$ cat src/rtl/vga_timing_pkg.sv
// ----------------------------------------------------------------------------
// vga_timing_pkg
// Shared VGA timing constants. The defaults give 640x480@60 timing. The
// derived totals and sync positions are shared with the pixel generator so
// both sides agree on where the visible area and sync pulses sit.
// Contents: default H_/V_ parameters, CNT_W, sum4() helper, derived H_TOTAL,
// V_TOTAL, HS_START/HS_END and VS_START/VS_END.
// ----------------------------------------------------------------------------
package vga_timing_pkg;

   localparam int H_VISIBLE = 640;
   localparam int H_FRONT   = 16;
   localparam int H_SYNC    = 96;
   localparam int H_BACK    = 48;
   localparam int V_VISIBLE = 480;
   localparam int V_FRONT   = 10;
   localparam int V_SYNC    = 2;
   localparam int V_BACK    = 33;
   localparam int CNT_W     = 10;

   // Total period of a line or frame from its four segments.
   function automatic int sum4(input int a, input int b, input int c, input int d);
      return a + b + c + d;
   endfunction

   localparam int H_TOTAL  = sum4(H_VISIBLE, H_FRONT, H_SYNC, H_BACK);
   localparam int V_TOTAL  = sum4(V_VISIBLE, V_FRONT, V_SYNC, V_BACK);
   localparam int HS_START = H_VISIBLE + H_FRONT;
   localparam int HS_END   = HS_START + H_SYNC;
   localparam int VS_START = V_VISIBLE + V_FRONT;
   localparam int VS_END   = VS_START + V_SYNC;

endpackage

$ cat src/rtl/vga_sync_timing_mod_counter.sv
// ----------------------------------------------------------------------------
// mod_counter
// Modulo-MOD counter that advances when en is high and wraps MOD-1 -> 0.
// Ports:
//   clock   in   rising-edge clock
//   clear_n in   asynchronous active-low reset (count -> 0)
//   en      in   advance enable
//   count   out  [WIDTH-1:0] current count
//   wrap    out  high while count sits at MOD-1 (the next enabled edge wraps)
// ----------------------------------------------------------------------------
module mod_counter #(
   parameter int MOD   = 800,
   parameter int WIDTH = 10
) (
   input  logic             clock,
   input  logic             clear_n,
   input  logic             en,
   output logic [WIDTH-1:0] count,
   output logic             wrap
);

   localparam logic [WIDTH-1:0] LAST = WIDTH'(MOD - 1);

   // Terminal-count flag, not qualified by en; callers combine it with their
   // own enable so it can also drive the cascade into the next counter.
   assign wrap = (count == LAST);

   always_ff @(posedge clock or negedge clear_n) begin
      if (!clear_n) begin
         count <= '0;
      end else if (en) begin
         count <= wrap ? '0 : count + 1'b1;
      end
   end

endmodule

$ cat src/rtl/vga_sync_timing.sv
// ----------------------------------------------------------------------------
// vga_sync_timing
// Horizontal/vertical pixel counters for the VGA controller. Emits one-clock
// set/reset pulses for the downstream hsync/vsync SR flip-flops, plus pixel
// coordinates, a visible-area flag and line/frame strobes.
// Optional feature: define VGA_FRAME_COUNT_EN to add an 8-bit frame counter
// output (frame_count) that steps each time both counters wrap together.
// Ports:
//   clock       in   rising-edge clock
//   clear_n     in   asynchronous active-low reset
//   pixel_en    in   one-clock pixel advance strobe
//   hs_reset    out  hsync ffsr reset pulse (sync start)
//   hs_set      out  hsync ffsr set pulse (sync end / init)
//   vs_reset    out  vsync ffsr reset pulse
//   vs_set      out  vsync ffsr set pulse
//   h_count     out  [CNT_W-1:0] current pixel column
//   v_count     out  [CNT_W-1:0] current line
//   visible     out  inside the active area
//   line_start  out  pixel_en pulse at column 0
//   frame_start out  pixel_en pulse at column 0, line 0
//   frame_count out  [7:0] completed frames mod 256 (VGA_FRAME_COUNT_EN only)
// ----------------------------------------------------------------------------
module vga_sync_timing
   import vga_timing_pkg::*;
#(
   parameter int H_VISIBLE = vga_timing_pkg::H_VISIBLE,
   parameter int H_FRONT   = vga_timing_pkg::H_FRONT,
   parameter int H_SYNC    = vga_timing_pkg::H_SYNC,
   parameter int H_BACK    = vga_timing_pkg::H_BACK,
   parameter int V_VISIBLE = vga_timing_pkg::V_VISIBLE,
   parameter int V_FRONT   = vga_timing_pkg::V_FRONT,
   parameter int V_SYNC    = vga_timing_pkg::V_SYNC,
   parameter int V_BACK    = vga_timing_pkg::V_BACK,
   parameter int CNT_W     = vga_timing_pkg::CNT_W
) (
   input  logic             clock,
   input  logic             clear_n,
   input  logic             pixel_en,
   output logic             hs_reset,
   output logic             hs_set,
   output logic             vs_reset,
   output logic             vs_set,
   output logic [CNT_W-1:0] h_count,
   output logic [CNT_W-1:0] v_count,
   output logic             visible,
   output logic             line_start,
`ifdef VGA_FRAME_COUNT_EN
   output logic [7:0]       frame_count,
`endif
   output logic             frame_start
);

   localparam int H_TOTAL  = sum4(H_VISIBLE, H_FRONT, H_SYNC, H_BACK);
   localparam int V_TOTAL  = sum4(V_VISIBLE, V_FRONT, V_SYNC, V_BACK);
   localparam int HS_START = H_VISIBLE + H_FRONT;
   localparam int HS_END   = HS_START + H_SYNC;
   localparam int VS_START = V_VISIBLE + V_FRONT;
   localparam int VS_END   = VS_START + V_SYNC;

   localparam logic [CNT_W-1:0] HS_START_C = CNT_W'(HS_START);
   localparam logic [CNT_W-1:0] HS_END_C   = CNT_W'(HS_END);
   localparam logic [CNT_W-1:0] VS_RST_C   = CNT_W'(VS_START - 1);
   localparam logic [CNT_W-1:0] VS_SET_C   = CNT_W'(VS_END - 1);
   localparam logic [CNT_W-1:0] H_VIS_C    = CNT_W'(H_VISIBLE);
   localparam logic [CNT_W-1:0] V_VIS_C    = CNT_W'(V_VISIBLE);

   logic h_wrap;
   logic v_wrap;
   logic init_pending;
   logic active;

   mod_counter #(.MOD(H_TOTAL), .WIDTH(CNT_W)) u_hcnt (
      .clock   (clock),
      .clear_n (clear_n),
      .en      (pixel_en),
      .count   (h_count),
      .wrap    (h_wrap)
   );

   mod_counter #(.MOD(V_TOTAL), .WIDTH(CNT_W)) u_vcnt (
      .clock   (clock),
      .clear_n (clear_n),
      .en      (pixel_en & h_wrap),
      .count   (v_count),
      .wrap    (v_wrap)
   );

   // Held from reset until the first pixel advance so both sync flip-flops
   // get forced inactive whatever state they powered up in.
   always_ff @(posedge clock or negedge clear_n) begin
      if (!clear_n) begin
         init_pending <= 1'b1;
      end else if (pixel_en) begin
         init_pending <= 1'b0;
      end
   end

   // clear_n is folded in so no pulse leaks out while reset is held, even
   // with pixel_en high and init_pending set.
   assign active = pixel_en & clear_n;

   assign hs_reset    = active & (h_count == HS_START_C);
   assign hs_set      = active & ((h_count == HS_END_C) | init_pending);
   // Vertical pulses fire on the last pixel of the preceding line so the
   // ffsr changes on the same edge v_count enters/leaves the sync band.
   assign vs_reset    = active & h_wrap & (v_count == VS_RST_C);
   assign vs_set      = active & ((h_wrap & (v_count == VS_SET_C)) | init_pending);
   assign visible     = (h_count < H_VIS_C) & (v_count < V_VIS_C);
   assign line_start  = active & (h_count == '0);
   assign frame_start = active & (h_count == '0) & (v_count == '0);

`ifdef VGA_FRAME_COUNT_EN
   always_ff @(posedge clock or negedge clear_n) begin
      if (!clear_n) begin
         frame_count <= 8'd0;
      end else if (pixel_en & h_wrap & v_wrap) begin
         frame_count <= frame_count + 8'd1;
      end
   end
`else
   // The vertical terminal count only feeds the frame counter.
   logic unused_v_wrap;
   assign unused_v_wrap = v_wrap;
`endif

endmodule

$ cat config.mk
export PLATFORM = sky130hd
export DESIGN_NAME = vga_sync_timing
export DESIGN_NICKNAME = d
export VERILOG_FILES = /design/src/rtl/vga_timing_pkg.sv /design/src/rtl/vga_sync_timing_mod_counter.sv /design/src/rtl/vga_sync_timing.sv
export SDC_FILE = /design/constraint.sdc
export NUM_CORES = 1
export LEC_CHECK = 0
export CORE_ASPECT_RATIO = 0.9
export CORE_UTILIZATION = 65
export DETAILED_ROUTE_END_ITERATION = 6
export DONT_BUFFER_PORTS = 1
export PLACE_DENSITY_LB_ADDON = 0.2
export SLEW_MARGIN = 20
export SYNTH_ARGS = -nofsm -noshare
export SYNTH_HDL_FRONTEND = slang
export SYNTH_SLANG_ARGS = --single-unit
$ cat constraint.sdc
create_clock -name clock -period 4.2 [get_ports clock]
set_clock_uncertainty 0.05 [all_clocks]
set_input_delay 0.84 -clock clock [delete_from_list [all_inputs] [get_ports clock]]
set_output_delay 0.84 -clock clock [all_outputs]
set_load 0.1 [all_outputs]
==> results.yml <==
grt:
  top_usage_layer: "met2"
  grt_use_total_pct: 30.8
  met2_usage_pct: 45.5
  grt_pass1_vias: 940
  grt_first_pass_wirelength_um: 4250
  gr-total-overflow: 0
  grt_max_degree: 23
  grtUsageMet3_pct: 9.36
  antenna_found_initial: 0
  grt_use_met1_pct: 41.4
layout:
  multi_input_area_um2: 679
  drive_above_1_share_pct: 24.7
  nets: 155
  regArea_um2: 536
  final_cells: 170
  diodes: 0
  area_delta_synth_final_pct: 19.3
  fillCellCount: 96
timing:
  fin_tns_setup_ps: 0
  relSlewSlack_pct: 28.6
  worst_slew_pin_slew_ps: 1070
  fmax_mhz: 283
  setup_violations: 0
  rsz0062_at_grt: "false"
  fin_crit_ps: 3540
  min_period_over_period_pct: 84.2
  holdWs_ps: 150
  slew_violations: 0
  hold_viol: 0
worst_setup_path:
  regToRegEndpoint: "u_vcnt.count[4]"
  path_max_fanout: 5
  crit_path_cell_trace: "ha_1 -> and4_1 -> nand3_1 -> nor4_1 -> a22o_1 -> buf_4"
  startpoint_type: "flop"
  r2r_start: "u_hcnt.count[1]"
  cp.arrival_ps: 2650
  crit_type: "reg -> out"
  end_kind: "output port"
  reg2reg_depth: 5
  max_stage_delay_ps: 720
  crit_required_ps: 3310
  crit_path_top_delay_cell: "dfrtp_2"
  r2r_slack_ps: 1690
logic_synthesis:
  syn_area_um2: 1210
  avgSynthCellArea_um2: 9.57
  synthCells: 127
  yosysWarnings: 0
  synth_area_leaders: "dfrtp_1, ha_1, nand3_1"
  synth_edf_count: 0
  yosys_most_used_dff: "dfrtp_1"
  yosysTopAreaCell: "dfrtp_1"
  async_flop_share_pct: 100
  ys_seq_elements: 21
  yosys-top-cells-count: "dfrtp_1, nand3_1, nor2_1"
  syn-num-nets: 135
  synth.most_common_cell: "dfrtp_1"
  synth_top_area_share_pct: 41.2
  ys_seq_area_share_pct: 43.4
  yosys.cell_types.count: 34
clock_network:
  cts_inserted_buffers: 3
  cts_sinks: 21
  tritoncts: "built"
  cts-root-buf: "clkbuf_4"
  h-tree-depth: 1
  cts.path.max_buffers: 2
  ctsResizeCount: 0
  postCtsSetupRepairBufs: 0
  cts_hold_buf: 0
  clk_pin_slew_ps: 110
  insertion_delay_ps: 310
floorplan:
  fp.dieW_um: 47.6
  initial_core_util_pct: 70.8
  fp-row-count: 14
  core_um2: 1720
  dieArea_um2: 2050
  floorplan.die.height_um: 43.0
  ios: 30
power:
  ir_worst_vdd_v: 0.000677
  power_density_nw_per_um2: 461
  p_total_uw: 668
  p_leak_uw: 0.000679
placement:
  hpwl_um: 1970
  gp_congestion: 0.816
  dp_cells: 166
  port_buffers: 0
route:
  via_count: 1057
  ant_nets: 0
  drt_iter0_drc: 29
  firstDrtPassIters: 5
  routedWlPerCell_um: 15.6
  post-route-drc-count: 0
  routed_wl_um: 2650
  vias_per_cell: 6.22
status:
  status: "finished clean"
min_path:
  hold_path_class: "in -> async"
flow_run:
  drv_cap: 0
## kinds of logic after synthesis
kind of cell               after synthesis  share of synthesized area, %
muxes                                    3                          2.88
DFF                                     21                          43.4
AOI/OAI and AO/OA                       18                          8.65
and+or+nand+nor                         60                          28.9
buffers and inverters                   10                          3.81
adders and majority gates                5                          5.15
xor gates and xnor gates                10                          7.21
## power by group
group | internal, uW | leakage, uW | switching [uW]
clock | 37.2 | 0.0000150 | 60.4
combinational | 47.9 | 0.000408 | 136
sequential | 230 | 0.000257 | 156
## final cells by class
type / count / share of cell area [%]
clock buffers: 4 / 1.81
inverters: 6 / 1.55
multi-input cells: 96 / 46.9
flip-flops and latches: 21 / 37.0
well taps: 24 / 2.07
repair buffers: 19 / 10.7
## per-layer routing
| layer | share of wire (%) | wire, um |
|---|---|---|
| met1 | 45 | 1200 |
| met2 | 47 | 1240 |
| met3 | 6.4 | 171 |
| met4 | 1.6 | 42 |
| met5 | 0 | 0 |
## worst max-delay path, delay by kind of cell, from the launching register on
| family | cells | cell delay [ps] |
|---|---|---|
| compound gates | 1 | 190 |
| fa+ha+maj | 1 | 280 |
| buf+inv | 1 | 290 |
| flops | 1 | 720 |
| simple gates | 3 | 840 |
## through the flow
| stage | utilization [%] | setup slack [ps] | cell area [um2] |
|---|---|---|---|
| after floorplan | - | 5.40 | 1260 |
| after global placement | 82.9 | 1130 | 1420 |
| after detailed placement | 82.9 | 1030 | 1420 |
| after CTS | 84.4 | 667 | 1450 |
| after global routing | 84.4 | 503 | 1450 |
| final | 84.4 | 662 | 1450 |
## how the worst max path moves through the flow
| stage | to | cells after the start | from |
|---|---|---|---|
| 6_report | vs_set | 6 | u_hcnt.count[1] |
| 5_1_grt | vs_set | 6 | u_hcnt.count[1] |
| 4_1_cts | vs_reset | 6 | u_hcnt.count[1] |
| 3_5_place_dp | vs_reset | 6 | u_hcnt.count[1] |
| 3_3_place_gp | vs_set | 6 | u_hcnt.count[1] |
| 2_1_floorplan | frame_start | 6 | u_hcnt.count[0] |
## flip-flops by register name, summed over array words and instances, names as in the netlist
signal        cells
u_vcnt.count     10
u_hcnt.count     10
init_pending      1
## placed cells by master, fill, tap and decap left out, drive strengths merged
cell type	count
nand3	12
and4	3
and3	3
xor2	4
o21ai	6
o31ai	2
nor4	2
a31oi	3
a21oi	5
nand2b	2
nand2	8
mux2	1
nor2b	2
a21o	1
and3b	1
buf	19
and2	3
a22o	1
mux2i	2
inv	6
nand4	6
nor2	9
dfrtp	20
or3	1
nor3	4
clkbuf	4
nor4b	3
ha	5
dfstp	1
xnor2	6
nor3b	1
(Power assumes the default switching activity.)
